===== src/rtl/digit_serial_addsub.sv =====
// Digit-serial add/subtract unit for the embedding datapath.
// Processes an N-bit operand pair D bits per clock, LSB digit first,
// with optional unsigned saturation and signed-overflow detection.
module digit_serial_addsub #(
    parameter int N   = 32,
    parameter int D   = 4,
    parameter bit SAT = 1'b0
) (
    input  logic         clk,
    input  logic         rst_n,
    input  logic         in_valid,
    output logic         in_ready,
    input  logic [N-1:0] a,
    input  logic [N-1:0] b,
    input  logic         sub,
    output logic         out_valid,
    input  logic         out_ready,
    output logic [N-1:0] sum,
    output logic         cout,
    output logic         ovf
);

    localparam int NDIG = N / D;
    localparam int CW   = (NDIG > 1) ? $clog2(NDIG) : 1;
    localparam logic [CW-1:0] LAST = CW'(NDIG - 1);

    // A digit width that does not tile the operand is a configuration error.
    if (N % D != 0) begin : g_bad_digit_width
        $error("digit_serial_addsub: D must divide N");
    end

    typedef enum logic [1:0] {
        IDLE,
        RUN,
        DONE
    } state_t;

    state_t        state;
    state_t        state_nx;
    logic [N-1:0]  op_a;
    logic [N-1:0]  op_b;
    logic [N-1:0]  res;
    logic [N-1:0]  res_nx;
    logic [N-1:0]  sat_res;
    logic          op_sub;
    logic          carry;
    logic [CW-1:0] cnt;
    logic [D-1:0]  a_dig;
    logic [D-1:0]  b_dig;
    logic [D-1:0]  prop;
    logic [D-1:0]  s_dig;
    logic [D:0]    c_chain;
    logic          last_dig;
    logic          accept;

    assign last_dig = (cnt == LAST);
    assign accept   = in_valid && (state == IDLE);

    // One digit slice: a ripple of mux-based full adders fed by the registered carry.
    always_comb begin
        a_dig      = op_a[cnt*D +: D];
        b_dig      = op_b[cnt*D +: D];
        prop       = '0;
        s_dig      = '0;
        c_chain    = '0;
        c_chain[0] = carry;
        for (int i = 0; i < D; i++) begin
            prop[i]      = a_dig[i] ^ b_dig[i];
            s_dig[i]     = prop[i] ^ c_chain[i];
            c_chain[i+1] = prop[i] ? c_chain[i] : a_dig[i];
        end
    end

    // Merge the current digit into the partial result and apply the optional clamp.
    always_comb begin
        res_nx              = res;
        res_nx[cnt*D +: D]  = s_dig;
        sat_res             = res_nx;
        if (SAT) begin
            if (!op_sub && c_chain[D]) begin
                sat_res = '1;
            end else if (op_sub && !c_chain[D]) begin
                sat_res = '0;
            end
        end
    end

    // State register.
    always_ff @(posedge clk or negedge rst_n) begin
        if (!rst_n) begin
            state <= IDLE;
        end else begin
            state <= state_nx;
        end
    end

    // Next-state logic and handshake outputs.
    always_comb begin
        state_nx  = state;
        in_ready  = 1'b0;
        out_valid = 1'b0;
        case (state)
            IDLE: begin
                in_ready = 1'b1;
                if (in_valid) begin
                    state_nx = RUN;
                end
            end
            RUN: begin
                if (last_dig) begin
                    state_nx = DONE;
                end
            end
            DONE: begin
                out_valid = 1'b1;
                if (out_ready) begin
                    state_nx = IDLE;
                end
            end
            default: begin
                state_nx = IDLE;
            end
        endcase
    end

    // Operand capture, per-digit carry/result update and final result/flag registers.
    always_ff @(posedge clk or negedge rst_n) begin
        if (!rst_n) begin
            op_a   <= '0;
            op_b   <= '0;
            op_sub <= 1'b0;
            carry  <= 1'b0;
            cnt    <= '0;
            res    <= '0;
            sum    <= '0;
            cout   <= 1'b0;
            ovf    <= 1'b0;
        end else if (accept) begin
            op_a   <= a;
            op_b   <= sub ? ~b : b;
            op_sub <= sub;
            carry  <= sub;
            cnt    <= '0;
        end else if (state == RUN) begin
            res   <= res_nx;
            carry <= c_chain[D];
            cnt   <= cnt + 1'b1;
            if (last_dig) begin
                sum  <= sat_res;
                cout <= c_chain[D];
                ovf  <= c_chain[D] ^ c_chain[D-1];
            end
        end
    end

endmodule

===== config.mk =====
export PLATFORM = sky130hd
export DESIGN_NAME = digit_serial_addsub
export DESIGN_NICKNAME = d
export VERILOG_FILES = /design/src/rtl/digit_serial_addsub.sv
export SDC_FILE = /design/constraint.sdc
export NUM_CORES = 1
export LEC_CHECK = 0
export ABC_AREA = 1
export CAP_MARGIN = 20
export CELL_PAD_IN_SITES_DETAIL_PLACEMENT = 1
export CELL_PAD_IN_SITES_GLOBAL_PLACEMENT = 2
export CORE_MARGIN = 1.5
export CORE_UTILIZATION = 29
export DETAILED_ROUTE_END_ITERATION = 10
export PLACE_DENSITY_LB_ADDON = 0.1
export SKIP_LAST_GASP = 1
export SLEW_MARGIN = 10
export SYNTH_ARGS = -nofsm -noshare
export SYNTH_HDL_FRONTEND = slang
export SYNTH_SLANG_ARGS = --single-unit

===== constraint.sdc =====
create_clock -name clk -period 2.55 [get_ports clk]
set_clock_uncertainty 0.15 [all_clocks]
set_input_delay 0.255 -clock clk [delete_from_list [all_inputs] [get_ports clk]]
set_output_delay 0.255 -clock clk [all_outputs]
set_load 0.02 [all_outputs]

==> impl_results.html, run 1 <==
<table>
<tr><th>Metric</th><th>Value</th></tr>
<tr><th colspan="2">Place</th></tr>
<tr><td>Final estimated routing congestion in global placement</td><td>0.771</td></tr>
<tr><td>DP HPWL</td><td>14200 microns</td></tr>
<tr><td>Cells after DPL</td><td>1218</td></tr>
<tr><td>Total of buffers placed on input and output ports</td><td>104</td></tr>
<tr><th colspan="2">Synth</th></tr>
<tr><td>Synthesis warning total</td><td>0</td></tr>
<tr><td>Syn avg cell area</td><td>8.04 sq um</td></tr>
<tr><td>Main area contributors after synthesis</td><td>sky130_fd_sc_hd__dfrtp_1 50%, sky130_fd_sc_hd__nand2_1 17%, sky130_fd_sc_hd__o21ai_0 8.1%</td></tr>
<tr><td>Netlist area before placement</td><td>6750 sq um</td></tr>
<tr><td>Synth top cells by count</td><td>298 x sky130_fd_sc_hd__nand2_1, 136 x sky130_fd_sc_hd__dfrtp_1, 109 x sky130_fd_sc_hd__o21ai_0</td></tr>
<tr><td>Number of enable-type register cells in the synthesized netlist</td><td>0</td></tr>
<tr><td>Fraction of synthesis flops using an asynchronous set or reset pin</td><td>100%</td></tr>
<tr><td>Top flip-flop cell by instance count after synthesis</td><td>sky130_fd_sc_hd__dfrtp_1</td></tr>
<tr><td>Most repeated cell in the gate-level netlist after synthesis</td><td>sky130_fd_sc_hd__nand2_1</td></tr>
<tr><td>Flops &amp; latches, synth</td><td>136</td></tr>
<tr><td>Syn nets</td><td>915</td></tr>
<tr><td>Gate Count Post-Synth</td><td>839</td></tr>
<tr><td>Cell type with the largest total area after synthesis</td><td>sky130_fd_sc_hd__dfrtp_1</td></tr>
<tr><td>Count of distinct cell types in the synthesized netlist</td><td>34</td></tr>
<tr><td>Portion of synthesized cell area occupied by the leading cell type</td><td>50.4%</td></tr>
<tr><td>Sequential fraction of the synthesis area</td><td>50.4%</td></tr>
<tr><th colspan="2">STA</th></tr>
<tr><td>Tcrit/Tclk final</td><td>98.2%</td></tr>
<tr><td>Crit path time final</td><td>2.50 ns</td></tr>
<tr><td>Final setup violating endpoints</td><td>0</td></tr>
<tr><td>Slew of the pin with the lowest slew margin</td><td>0.702 ns</td></tr>
<tr><td>Headroom to the max-slew limit</td><td>53.2%</td></tr>
<tr><td>Number of pins with negative max-slew slack in the final report</td><td>0</td></tr>
<tr><td>Number of hold-slack violations in the final timing report</td><td>0</td></tr>
<tr><td>Setup repair after global routing missed its margin</td><td>true</td></tr>
<tr><td>Hold slack</td><td>0.228 ns</td></tr>
<tr><td>Peak clock frequency supported by timing</td><td>0.399 GHz</td></tr>
<tr><td>Setup_tns</td><td>0 ns</td></tr>
<tr><th colspan="2">Global routing</th></tr>
<tr><td>Total GRT Usage</td><td>17.8%</td></tr>
<tr><td>Via count of the first global-routing pass</td><td>6403</td></tr>
<tr><td>GRT Residual Overflow</td><td>0</td></tr>
<tr><td>Wire length of the first global-routing pass</td><td>33700 microns</td></tr>
<tr><td>Largest net degree at the start of global routing</td><td>79</td></tr>
<tr><td>Initial antenna violation count</td><td>0</td></tr>
<tr><th colspan="2">Pwr</th></tr>
<tr><td>Total power after layout</td><td>14400 uW</td></tr>
<tr><td>Power per cell area</td><td>1520 nW/um^2</td></tr>
<tr><td>Leakage power of the design</td><td>0.00437 uW</td></tr>
<tr><td>Peak VDD IR</td><td>0.604 mV</td></tr>
<tr><th colspan="2">Status</th></tr>
<tr><td>Result of the run</td><td>finished, final reports clean</td></tr>
<tr><th colspan="2">CTS</th></tr>
<tr><td>H-tree depth</td><td>4</td></tr>
<tr><td>Source-to-sink clock delay at the later pin of the worst-skew pair</td><td>0.42 ns</td></tr>
<tr><td>TritonCTS clock tree</td><td>built</td></tr>
<tr><td>Worst-case clock buffer depth</td><td>2</td></tr>
<tr><td>Number of sinks handled by clock tree synthesis</td><td>136</td></tr>
<tr><td>Cts bufs inserted</td><td>17</td></tr>
<tr><td>Clock root buffer</td><td>sky130_fd_sc_hd__clkbuf_16</td></tr>
<tr><td>Clock transition at the registers of the reported paths</td><td>0.06 ns</td></tr>
<tr><th colspan="2">Floorplan</th></tr>
<tr><td>Die Outline Area</td><td>24200 sq um</td></tr>
<tr><td>Starting utilization of the core area</td><td>29.7%</td></tr>
<tr><td>Number of placement rows</td><td>55</td></tr>
<tr><td>Width of the die</td><td>156 microns</td></tr>
<tr><td>Top-Level Pins</td><td>105</td></tr>
<tr><td>Chip Height</td><td>156 microns</td></tr>
<tr><td>Placeable core area</td><td>22700 sq um</td></tr>
<tr><th colspan="2">Worst setup path</th></tr>
<tr><td>CP Depth</td><td>21</td></tr>
<tr><td>R2R Path Start</td><td>cnt[0]$_DFFE_PN0P_</td></tr>
<tr><td>Worst path required time</td><td>2.76 ns</td></tr>
<tr><td>Kind of capture point of the worst setup path</td><td>flip-flop</td></tr>
<tr><td>Crit path buf inv count</td><td>4</td></tr>
<tr><td>Worst reg-to-reg path cell count</td><td>21</td></tr>
<tr><td>Largest fanout on the critical path</td><td>7</td></tr>
<tr><td>Most frequent cell on the critical path</td><td>sky130_fd_sc_hd__nand2_2</td></tr>
<tr><td>Arrival time of the worst setup path</td><td>2.72 ns</td></tr>
<tr><td>Kind of start point of the critical path</td><td>flip-flop</td></tr>
<tr><td>Category of the most critical setup path</td><td>reg2reg</td></tr>
<tr><td>Critical path's largest stage delay</td><td>0.57 ns</td></tr>
<tr><td>Series of cell instances along the critical path</td><td>buf_12 &gt; buf_16 &gt; nand2_2 &gt; nand3_2 &gt; nand2_2 &gt; nand2_1 &gt; nand2_2 &gt; inv_2 &gt; nand2_2 &gt; nand2_2 &gt; inv_2 &gt; nand2_4 &gt; nand2_4 &gt; nand2_4 &gt; nand2_2 &gt; nand2_4 &gt; nor2_4 &gt; nand2_2 &gt; nand2_2 &gt; nand3_1 &gt; nand2_1</td></tr>
<tr><td>Worst path slowest cell</td><td>sky130_fd_sc_hd__dfrtp_4</td></tr>
<tr><td>Reg-to-reg critical path endpoint</td><td>res[22]$_DFFE_PN0P_</td></tr>
<tr><td>Register-to-register path setup slack</td><td>0.05 ns</td></tr>
<tr><td>Cell class contributing the biggest share of worst-path delay</td><td>simple AND/OR/NAND/NOR gates</td></tr>
<tr><th colspan="2">Min path</th></tr>
<tr><td>Start point of the worst hold path</td><td>a[18]</td></tr>
<tr><td>Min-Delay Path Class</td><td>in2reg</td></tr>
<tr><td>Hold worst-path end</td><td>op_a[18]$_DFFE_PN0P_</td></tr>
<tr><td>Cell count of the worst hold path</td><td>3</td></tr>
<tr><th colspan="2">Routing</th></tr>
<tr><td>Number of nets still failing antenna checks after routing</td><td>0</td></tr>
<tr><td>Final routed wirelength across all metal layers</td><td>20800 microns</td></tr>
<tr><td>Total via count in the routed design</td><td>5973</td></tr>
<tr><td>Number of iterations in the first detailed-routing pass</td><td>4</td></tr>
<tr><td>Vias/cell</td><td>4.71</td></tr>
<tr><td>Detailed-route wire length per cell</td><td>16.4 microns</td></tr>
<tr><td>Starting DRT DRC Count</td><td>323</td></tr>
<tr><td>Number of DRC violations after detailed routing</td><td>0</td></tr>
<tr><th colspan="2">Final layout</th></tr>
<tr><td>Share of layout cells above drive strength 1</td><td>18.5%</td></tr>
<tr><td>Area of the multi-input gates</td><td>3240 sq um</td></tr>
<tr><td>Number of standard cells in the final layout excluding fillers</td><td>1268</td></tr>
<tr><td>Register area</td><td>3410 sq um</td></tr>
<tr><td>Final core area utilization</td><td>41.6%</td></tr>
<tr><td>Area growth from synthesis to final layout</td><td>40.0%</td></tr>
<tr><td>Layout net count</td><td>1047</td></tr>
<tr><td>Fill cell total of the finished layout</td><td>2628</td></tr>
<tr><td>Diode count</td><td>0</td></tr>
<tr><th colspan="2">Job</th></tr>
<tr><td>Max-cap violations</td><td>0</td></tr>
</table>
## what timing repair did
item	4_1_cts	5_1_grt
hold endpoints to repair	62	0
hold buffers	1	0
setup endpoints to repair	33	57
gates cloned	2	3
gates resized for setup	9	98
pin swaps	1	31
setup buffers	1	12
## layout make-up
cell class	count	area share [%]
Sequential cell	136	36.0
Multi-Input combinational cell	602	34.3
Tap cell	285	3.77
Timing Repair Buffer	156	17.0
Clock inverter	12	1.60
Clock buffer	19	4.69
Timing Repair inverter	1	0.172
Inverter	57	2.46
## per-layer routing
metal,part of all wire (%),track usage [%]
met5,0,0
met3,2.9,2.86
met2,44,27.4
met4,1.3,5.08
met1,52,25.8
## through the flow
step | setup slack (ns) | area, sq um
floorplan | 0.0230 | 6750
global placement | -0.0932 | 8230
detailed placement | -0.184 | 8230
CTS | 0.0109 | 8910
global route | -0.140 | 9450
finish | 0.0466 | 9450
## worst register-to-register path, cell delays in order, from the launching register on
cell                      delay (ns)
sky130_fd_sc_hd__dfrtp_4        0.57
sky130_fd_sc_hd__buf_12         0.17
sky130_fd_sc_hd__buf_16         0.13
sky130_fd_sc_hd__nand2_2        0.07
sky130_fd_sc_hd__nand3_2        0.07
sky130_fd_sc_hd__nand2_2        0.06
sky130_fd_sc_hd__nand2_1        0.05
sky130_fd_sc_hd__nand2_2        0.07
sky130_fd_sc_hd__inv_2          0.04
sky130_fd_sc_hd__nand2_2        0.06
sky130_fd_sc_hd__nand2_2        0.05
sky130_fd_sc_hd__inv_2          0.06
sky130_fd_sc_hd__nand2_4        0.07
sky130_fd_sc_hd__nand2_4        0.08
sky130_fd_sc_hd__nand2_4        0.08
sky130_fd_sc_hd__nand2_2        0.12
sky130_fd_sc_hd__nand2_4        0.08
sky130_fd_sc_hd__nor2_4         0.13
sky130_fd_sc_hd__nand2_2        0.10
sky130_fd_sc_hd__nand2_2        0.09
sky130_fd_sc_hd__nand3_1        0.06
sky130_fd_sc_hd__nand2_1        0.08
## where the power goes
group / switching (uW) / internal (uW)
Sequential: 559 / 3140
Clock: 984 / 1560
Combinational: 4880 / 3270
## layout by cell type (no fill, tap or decap), types with 3 or more instances in the layout
cell | Yosys | layout
sky130_fd_sc_hd__a21oi_2 | 2 | 3
sky130_fd_sc_hd__buf_12 | 0 | 8
sky130_fd_sc_hd__buf_4 | 1 | 38
sky130_fd_sc_hd__bufinv_16 | 0 | 3
sky130_fd_sc_hd__clkbuf_16 | 0 | 20
sky130_fd_sc_hd__clkdlybuf4s50_1 | 0 | 102
sky130_fd_sc_hd__clkinv_2 | 0 | 4
sky130_fd_sc_hd__clkinvlp_4 | 0 | 3
sky130_fd_sc_hd__dfrtp_1 | 136 | 135
sky130_fd_sc_hd__ha_1 | 7 | 5
sky130_fd_sc_hd__inv_1 | 53 | 49
sky130_fd_sc_hd__inv_2 | 1 | 4
sky130_fd_sc_hd__nand2_1 | 298 | 269
sky130_fd_sc_hd__nand2_2 | 7 | 23
sky130_fd_sc_hd__nand2_4 | 1 | 12
sky130_fd_sc_hd__nand3_1 | 67 | 54
sky130_fd_sc_hd__nand3_2 | 2 | 11
sky130_fd_sc_hd__nand3_4 | 0 | 4
sky130_fd_sc_hd__nor2_1 | 24 | 20
sky130_fd_sc_hd__nor2_2 | 1 | 3
sky130_fd_sc_hd__nor3_1 | 7 | 5
sky130_fd_sc_hd__o21ai_0 | 109 | 98
sky130_fd_sc_hd__o21ai_1 | 9 | 18
sky130_fd_sc_hd__o21ai_2 | 1 | 3
sky130_fd_sc_hd__o22ai_1 | 4 | 4
sky130_fd_sc_hd__or2_2 | 18 | 18
sky130_fd_sc_hd__xnor2_1 | 32 | 32
## state kept, by name, summed over array words and instances (netlist names), 2 cells and up
register,flops
op_b,32
state,2
sum,32
res,32
cnt,3
op_a,32
## how the worst max path moves through the flow
| stage | from | to |
|---|---|---|
| floorplan | cnt[0]$_DFFE_PN0P_ | res[16]$_DFFE_PN0P_ |
| global placement | cnt[0]$_DFFE_PN0P_ | sum[14]$_DFFE_PN0P_ |
| detailed placement | cnt[0]$_DFFE_PN0P_ | res[30]$_DFFE_PN0P_ |
| CTS | cnt[0]$_DFFE_PN0P_ | sum[6]$_DFFE_PN0P_ |
| global route | cnt[0]$_DFFE_PN0P_ | sum[22]$_DFFE_PN0P_ |
| finish | cnt[0]$_DFFE_PN0P_ | res[22]$_DFFE_PN0P_ |
## cell families after synthesis
family / share of synthesized area (%)
AOI/OAI and AO/OA: 10.0
DFF: 50.4
xor gates and xnor gates: 4.41
buffers and inverters: 6.66
and+or+nand+nor: 27.2
adders and majority gates: 1.30
Note: power is estimated with default switching activity, not from simulation.
==> run 2: changes to the inputs <==
--- a/config.mk
+++ b/config.mk
@@ -12,6 +12,8 @@
 export CORE_MARGIN = 1.5
 export CORE_UTILIZATION = 29
 export DETAILED_ROUTE_END_ITERATION = 10
+export GPL_TIMING_DRIVEN = 0
+export MAX_ROUTING_LAYER = met4
 export PLACE_DENSITY_LB_ADDON = 0.1
 export SKIP_LAST_GASP = 1
 export SLEW_MARGIN = 10
==> run 2 against run 1 <==
Net effect: die area stayed put; first-iteration DRC count increased by 3.7%; largest cell class unchanged; global-route usage grew 1.5 points; critical endpoint is now sum[31]$_DFFE_PN0P_; fmax fell by 1.1%; critical path type unchanged; clock power rose by 9.8%; sequential share of layout area fell by 1.4 points.
==> impl_results.html, run 2 (same netlist as run 1, synthesis figures left out) <==
<table>
<tr><th>Metric</th><th>Value</th></tr>
<tr><th colspan="2">Worst setup path</th></tr>
<tr><td>R2R Path Start</td><td>cnt[0]$_DFFE_PN0P_</td></tr>
<tr><td>Kind of start point of the critical path</td><td>flip-flop</td></tr>
<tr><td>CP endpoint</td><td>sum[31]$_DFFE_PN0P_</td></tr>
<tr><td>Category of the most critical setup path</td><td>reg2reg</td></tr>
<tr><td>Arrival time of the worst setup path</td><td>2.74 ns (+0.02 ns)</td></tr>
<tr><td>Kind of capture point of the worst setup path</td><td>flip-flop</td></tr>
<tr><td>Worst setup path start</td><td>cnt[0]$_DFFE_PN0P_</td></tr>
<tr><td>Reg-to-reg critical path endpoint</td><td>sum[31]$_DFFE_PN0P_</td></tr>
<tr><td>Worst reg-to-reg path cell count</td><td>19 (-9.5%)</td></tr>
<tr><td>Largest fanout on the critical path</td><td>6 (-1)</td></tr>
<tr><td>Worst path required time</td><td>2.76 ns (about the same)</td></tr>
<tr><td>Register-to-register path setup slack</td><td>0.02 ns (-0.03 ns)</td></tr>
<tr><th colspan="2">Global routing</th></tr>
<tr><td>Largest net degree at the start of global routing</td><td>82 (+3.8%)</td></tr>
<tr><td>Total GRT Usage</td><td>19.3% (+1.5 points)</td></tr>
<tr><td>Via count of the first global-routing pass</td><td>6384 (-0.30%)</td></tr>
<tr><td>Wire length of the first global-routing pass</td><td>35000 microns (+4.0%)</td></tr>
<tr><td>GRT Residual Overflow</td><td>0 (unchanged)</td></tr>
<tr><td>Initial antenna violation count</td><td>0 (unchanged)</td></tr>
<tr><th colspan="2">CTS</th></tr>
<tr><td>Cts bufs inserted</td><td>17 (unchanged)</td></tr>
<tr><td>Number of sinks handled by clock tree synthesis</td><td>136 (unchanged)</td></tr>
<tr><td>TritonCTS clock tree</td><td>built</td></tr>
<tr><td>Clock transition at the registers of the reported paths</td><td>0.07 ns (about the same)</td></tr>
<tr><td>H-tree depth</td><td>4 (unchanged)</td></tr>
<tr><td>Source-to-sink clock delay at the later pin of the worst-skew pair</td><td>0.43 ns (about the same)</td></tr>
<tr><td>Worst-case clock buffer depth</td><td>2 (unchanged)</td></tr>
<tr><td>Clock root buffer</td><td>sky130_fd_sc_hd__clkbuf_16</td></tr>
<tr><th colspan="2">STA</th></tr>
<tr><td>Setup_tns</td><td>0 ns (unchanged)</td></tr>
<tr><td>Setup repair after global routing missed its margin</td><td>true</td></tr>
<tr><td>Peak clock frequency supported by timing</td><td>0.395 GHz (-1.1%)</td></tr>
<tr><td>Tcrit/Tclk final</td><td>99.2% (+1.0 points)</td></tr>
<tr><td>Headroom to the max-slew limit</td><td>45.2% (-8.0 points)</td></tr>
<tr><td>Final setup violating endpoints</td><td>0 (unchanged)</td></tr>
<tr><td>Number of pins with negative max-slew slack in the final report</td><td>0 (unchanged)</td></tr>
<tr><td>Crit path time final</td><td>2.53 ns (+0.0267 ns)</td></tr>
<tr><td>Slew of the pin with the lowest slew margin</td><td>0.822 ns (+0.120 ns)</td></tr>
<tr><td>Number of hold-slack violations in the final timing report</td><td>0 (unchanged)</td></tr>
<tr><td>Hold slack</td><td>0.180 ns (-0.0478 ns)</td></tr>
<tr><th colspan="2">Routing</th></tr>
<tr><td>Vias/cell</td><td>4.69 (-0.49%)</td></tr>
<tr><td>Highest metal layer used by the detailed router</td><td>met4</td></tr>
<tr><td>Detailed-route wire length per cell</td><td>16.9 microns (+2.9%)</td></tr>
<tr><td>Number of nets still failing antenna checks after routing</td><td>0 (unchanged)</td></tr>
<tr><td>Total via count in the routed design</td><td>6108 (+2.3%)</td></tr>
<tr><td>Amount of wire on met2 after detailed routing</td><td>9810 microns (+6.7%)</td></tr>
<tr><td>Number of iterations in the first detailed-routing pass</td><td>5 (+1)</td></tr>
<tr><td>WL met3</td><td>728 microns (+20%)</td></tr>
<tr><td>Starting DRT DRC Count</td><td>335 (+3.7%)</td></tr>
<tr><td>Final routed wirelength across all metal layers</td><td>22000 microns (+5.7%)</td></tr>
<tr><td>Number of DRC violations after detailed routing</td><td>0 (unchanged)</td></tr>
<tr><td>Met1 routed wirelength after detailed routing</td><td>11200 microns (+5.1%)</td></tr>
<tr><th colspan="2">Floorplan</th></tr>
<tr><td>Top-Level Pins</td><td>105 (unchanged)</td></tr>
<tr><td>Number of placement rows</td><td>55 (unchanged)</td></tr>
<tr><td>Chip Height</td><td>156 microns (unchanged)</td></tr>
<tr><td>Die Outline Area</td><td>24200 sq um (unchanged)</td></tr>
<tr><td>Starting utilization of the core area</td><td>29.7% (unchanged)</td></tr>
<tr><td>Width of the die</td><td>156 microns (unchanged)</td></tr>
<tr><td>Placeable core area</td><td>22700 sq um (unchanged)</td></tr>
<tr><th colspan="2">Final layout</th></tr>
<tr><td>Fill cell total of the finished layout</td><td>2668 (+1.5%)</td></tr>
<tr><td>Final core area utilization</td><td>43.2% (+1.6 points)</td></tr>
<tr><td>Register area</td><td>3410 sq um (about the same)</td></tr>
<tr><td>Number of standard cells in the final layout excluding fillers</td><td>1303 (+2.8%)</td></tr>
<tr><td>Commonest cells after routing, fill and taps aside</td><td>265 x sky130_fd_sc_hd__nand2_1, 134 x sky130_fd_sc_hd__dfrtp_1, 102 x sky130_fd_sc_hd__clkdlybuf4s50_1, 94 x sky130_fd_sc_hd__o21ai_0, 48 x sky130_fd_sc_hd__nand3_1</td></tr>
<tr><td>Share of layout cells above drive strength 1</td><td>21.6% (+3.1 points)</td></tr>
<tr><td>Most common cell after layout, fill and taps aside</td><td>sky130_fd_sc_hd__nand2_1</td></tr>
<tr><td>Area growth from synthesis to final layout</td><td>45.5%</td></tr>
<tr><td>Layout net count</td><td>1081 (+3.2%)</td></tr>
<tr><td>Diode count</td><td>0 (unchanged)</td></tr>
<tr><td>Area of the multi-input gates</td><td>3400 sq um (+5.1%)</td></tr>
<tr><th colspan="2">Pwr</th></tr>
<tr><td>Leakage power of the design</td><td>0.00448 uW (+2.5%)</td></tr>
<tr><td>Sequential share of power</td><td>23.8% (-1.9 points)</td></tr>
<tr><td>Fraction of power spent switching nets</td><td>44.3% (-0.34 points)</td></tr>
<tr><td>Clock network fraction of total power</td><td>18.2% (+0.5 points)</td></tr>
<tr><td>Power per cell area</td><td>1560 nW/um^2 (+2.7%)</td></tr>
<tr><td>Internal power</td><td>8550 uW (+7.3%)</td></tr>
<tr><td>Part of the power in combinational logic</td><td>58.1% (+1.5 points)</td></tr>
<tr><td>Net switching power</td><td>6800 uW (+5.8%)</td></tr>
<tr><td>Peak VDD IR</td><td>0.597 mV (-1.1%)</td></tr>
<tr><th colspan="2">Status</th></tr>
<tr><td>Result of the run</td><td>finished, final reports clean</td></tr>
<tr><th colspan="2">Place</th></tr>
<tr><td>Total of buffers placed on input and output ports</td><td>103 (-0.96%)</td></tr>
<tr><td>Cells after DPL</td><td>1228 (+0.82%)</td></tr>
<tr><td>DP HPWL</td><td>15000 microns (+5.7%)</td></tr>
<tr><td>Final estimated routing congestion in global placement</td><td>0.755 (-2.1%)</td></tr>
<tr><th colspan="2">Job</th></tr>
<tr><td>Max-cap violations</td><td>0 (unchanged)</td></tr>
<tr><th colspan="2">Min path</th></tr>
<tr><td>Min-Delay Path Class</td><td>in2async</td></tr>
</table>
run 2: how the worst min path moves through the flow:
stage                   startpoint                    to  slack, ns  depth (start not counted)
4_1_cts                      rst_n  op_a[25]$_DFFE_PN0P_       0.20                          2
3_3_place_gp   res[23]$_DFFE_PN0P_   res[23]$_DFFE_PN0P_       0.30                          2
6_report                     rst_n  op_a[25]$_DFFE_PN0P_       0.18                          2
2_1_floorplan                rst_n     carry$_DFFE_PN0P_      -0.19                          0
5_1_grt                        sub   op_b[0]$_DFFE_PN0P_       0.20                          3
3_5_place_dp                 rst_n  op_a[25]$_DFFE_PN0P_       0.06                          1
run 2: power groups by stage:
stage / clock network, uW / logic, uW / registers [uW]
after global routing: 2920 / 9840 / 3770
final: 2790 / 8920 / 3650
after CTS: 2840 / 7380 / 3650
after global placement: 0 / 6220 / 3660
after floorplan: 0 / 3980 / 3800
after detailed placement: 0 / 6330 / 3660
run 2: cell type report:
| class | count | area share (%) |
|---|---|---|
| Timing Repair inverter | 1 | 0.0892 |
| Sequential cell | 136 | 34.7 |
| Buffer | 44 | 3.03 |
| Timing Repair Buffer | 146 | 14.7 |
| Multi-Input combinational cell | 602 | 34.7 |
| Inverter | 57 | 2.50 |
| Clock buffer | 21 | 4.69 |
| Clock inverter | 11 | 1.97 |
| Tap cell | 285 | 3.63 |
run 2: worst max-delay path, stage by stage (launching register included):
cell                      delay, ns
sky130_fd_sc_hd__dfrtp_2       0.44
sky130_fd_sc_hd__buf_12        0.16
sky130_fd_sc_hd__inv_12        0.08
sky130_fd_sc_hd__buf_12        0.12
sky130_fd_sc_hd__nand2_1       0.05
sky130_fd_sc_hd__nand3_1       0.09
sky130_fd_sc_hd__nand3_2       0.10
sky130_fd_sc_hd__nand2_4       0.10
sky130_fd_sc_hd__nand2_4       0.06
sky130_fd_sc_hd__a21oi_4       0.15
sky130_fd_sc_hd__nand2_2       0.09
sky130_fd_sc_hd__nand2_2       0.09
sky130_fd_sc_hd__nand2_4       0.09
sky130_fd_sc_hd__nand2_4       0.08
sky130_fd_sc_hd__nand2_4       0.07
sky130_fd_sc_hd__nand2_4       0.11
sky130_fd_sc_hd__nand4_4       0.13
sky130_fd_sc_hd__nand2_2       0.13
sky130_fd_sc_hd__nand3_2       0.08
sky130_fd_sc_hd__nand2_1       0.08
run 2: metrics by stage:
| step | instance area [sq um] | total power (uW) | setup WS (ns) |
|---|---|---|---|
| 2_1_floorplan | 6750 | 7770 | 0.0230 |
| 3_3_place_gp | 8140 | 9880 | -4.97 |
| 3_5_place_dp | 8170 | 9990 | -0.759 |
| 4_1_cts | 9260 | 13900 | -0.00701 |
| 5_1_grt | 9820 | 16500 | -0.141 |
| 6_report | 9820 | 15400 | 0.0199 |
run 2: metal layers:
layer	GRT usage, %	vias up
li1	-	3024
met1	27.8	2977
met2	28.5	97
met3	3.39	10
met4	3.63	0
met5	-	-
run 2: what timing repair did:
item	in CTS	in global routing
gates resized for setup	69	100
hold endpoints to repair	55	0
setup endpoints to repair	67	63
pin swaps	14	42
cloned	1	2
hold buffers	1	0
buffers inserted	17	22
==> run 3: changes to the inputs <==
--- a/config.mk
+++ b/config.mk
@@ -11,12 +11,13 @@
 export CELL_PAD_IN_SITES_GLOBAL_PLACEMENT = 2
 export CORE_MARGIN = 1.5
 export CORE_UTILIZATION = 29
+export CTS_CLUSTER_SIZE = 20
 export DETAILED_ROUTE_END_ITERATION = 10
 export GPL_TIMING_DRIVEN = 0
 export MAX_ROUTING_LAYER = met4
 export PLACE_DENSITY_LB_ADDON = 0.1
 export SKIP_LAST_GASP = 1
-export SLEW_MARGIN = 10
+export SLEW_MARGIN = 20
 export SYNTH_ARGS = -nofsm -noshare
 export SYNTH_HDL_FRONTEND = slang
 export SYNTH_SLANG_ARGS = --single-unit
==> results of run 3 <==
Final layout, timing and power as in run 2 (identical DEF).
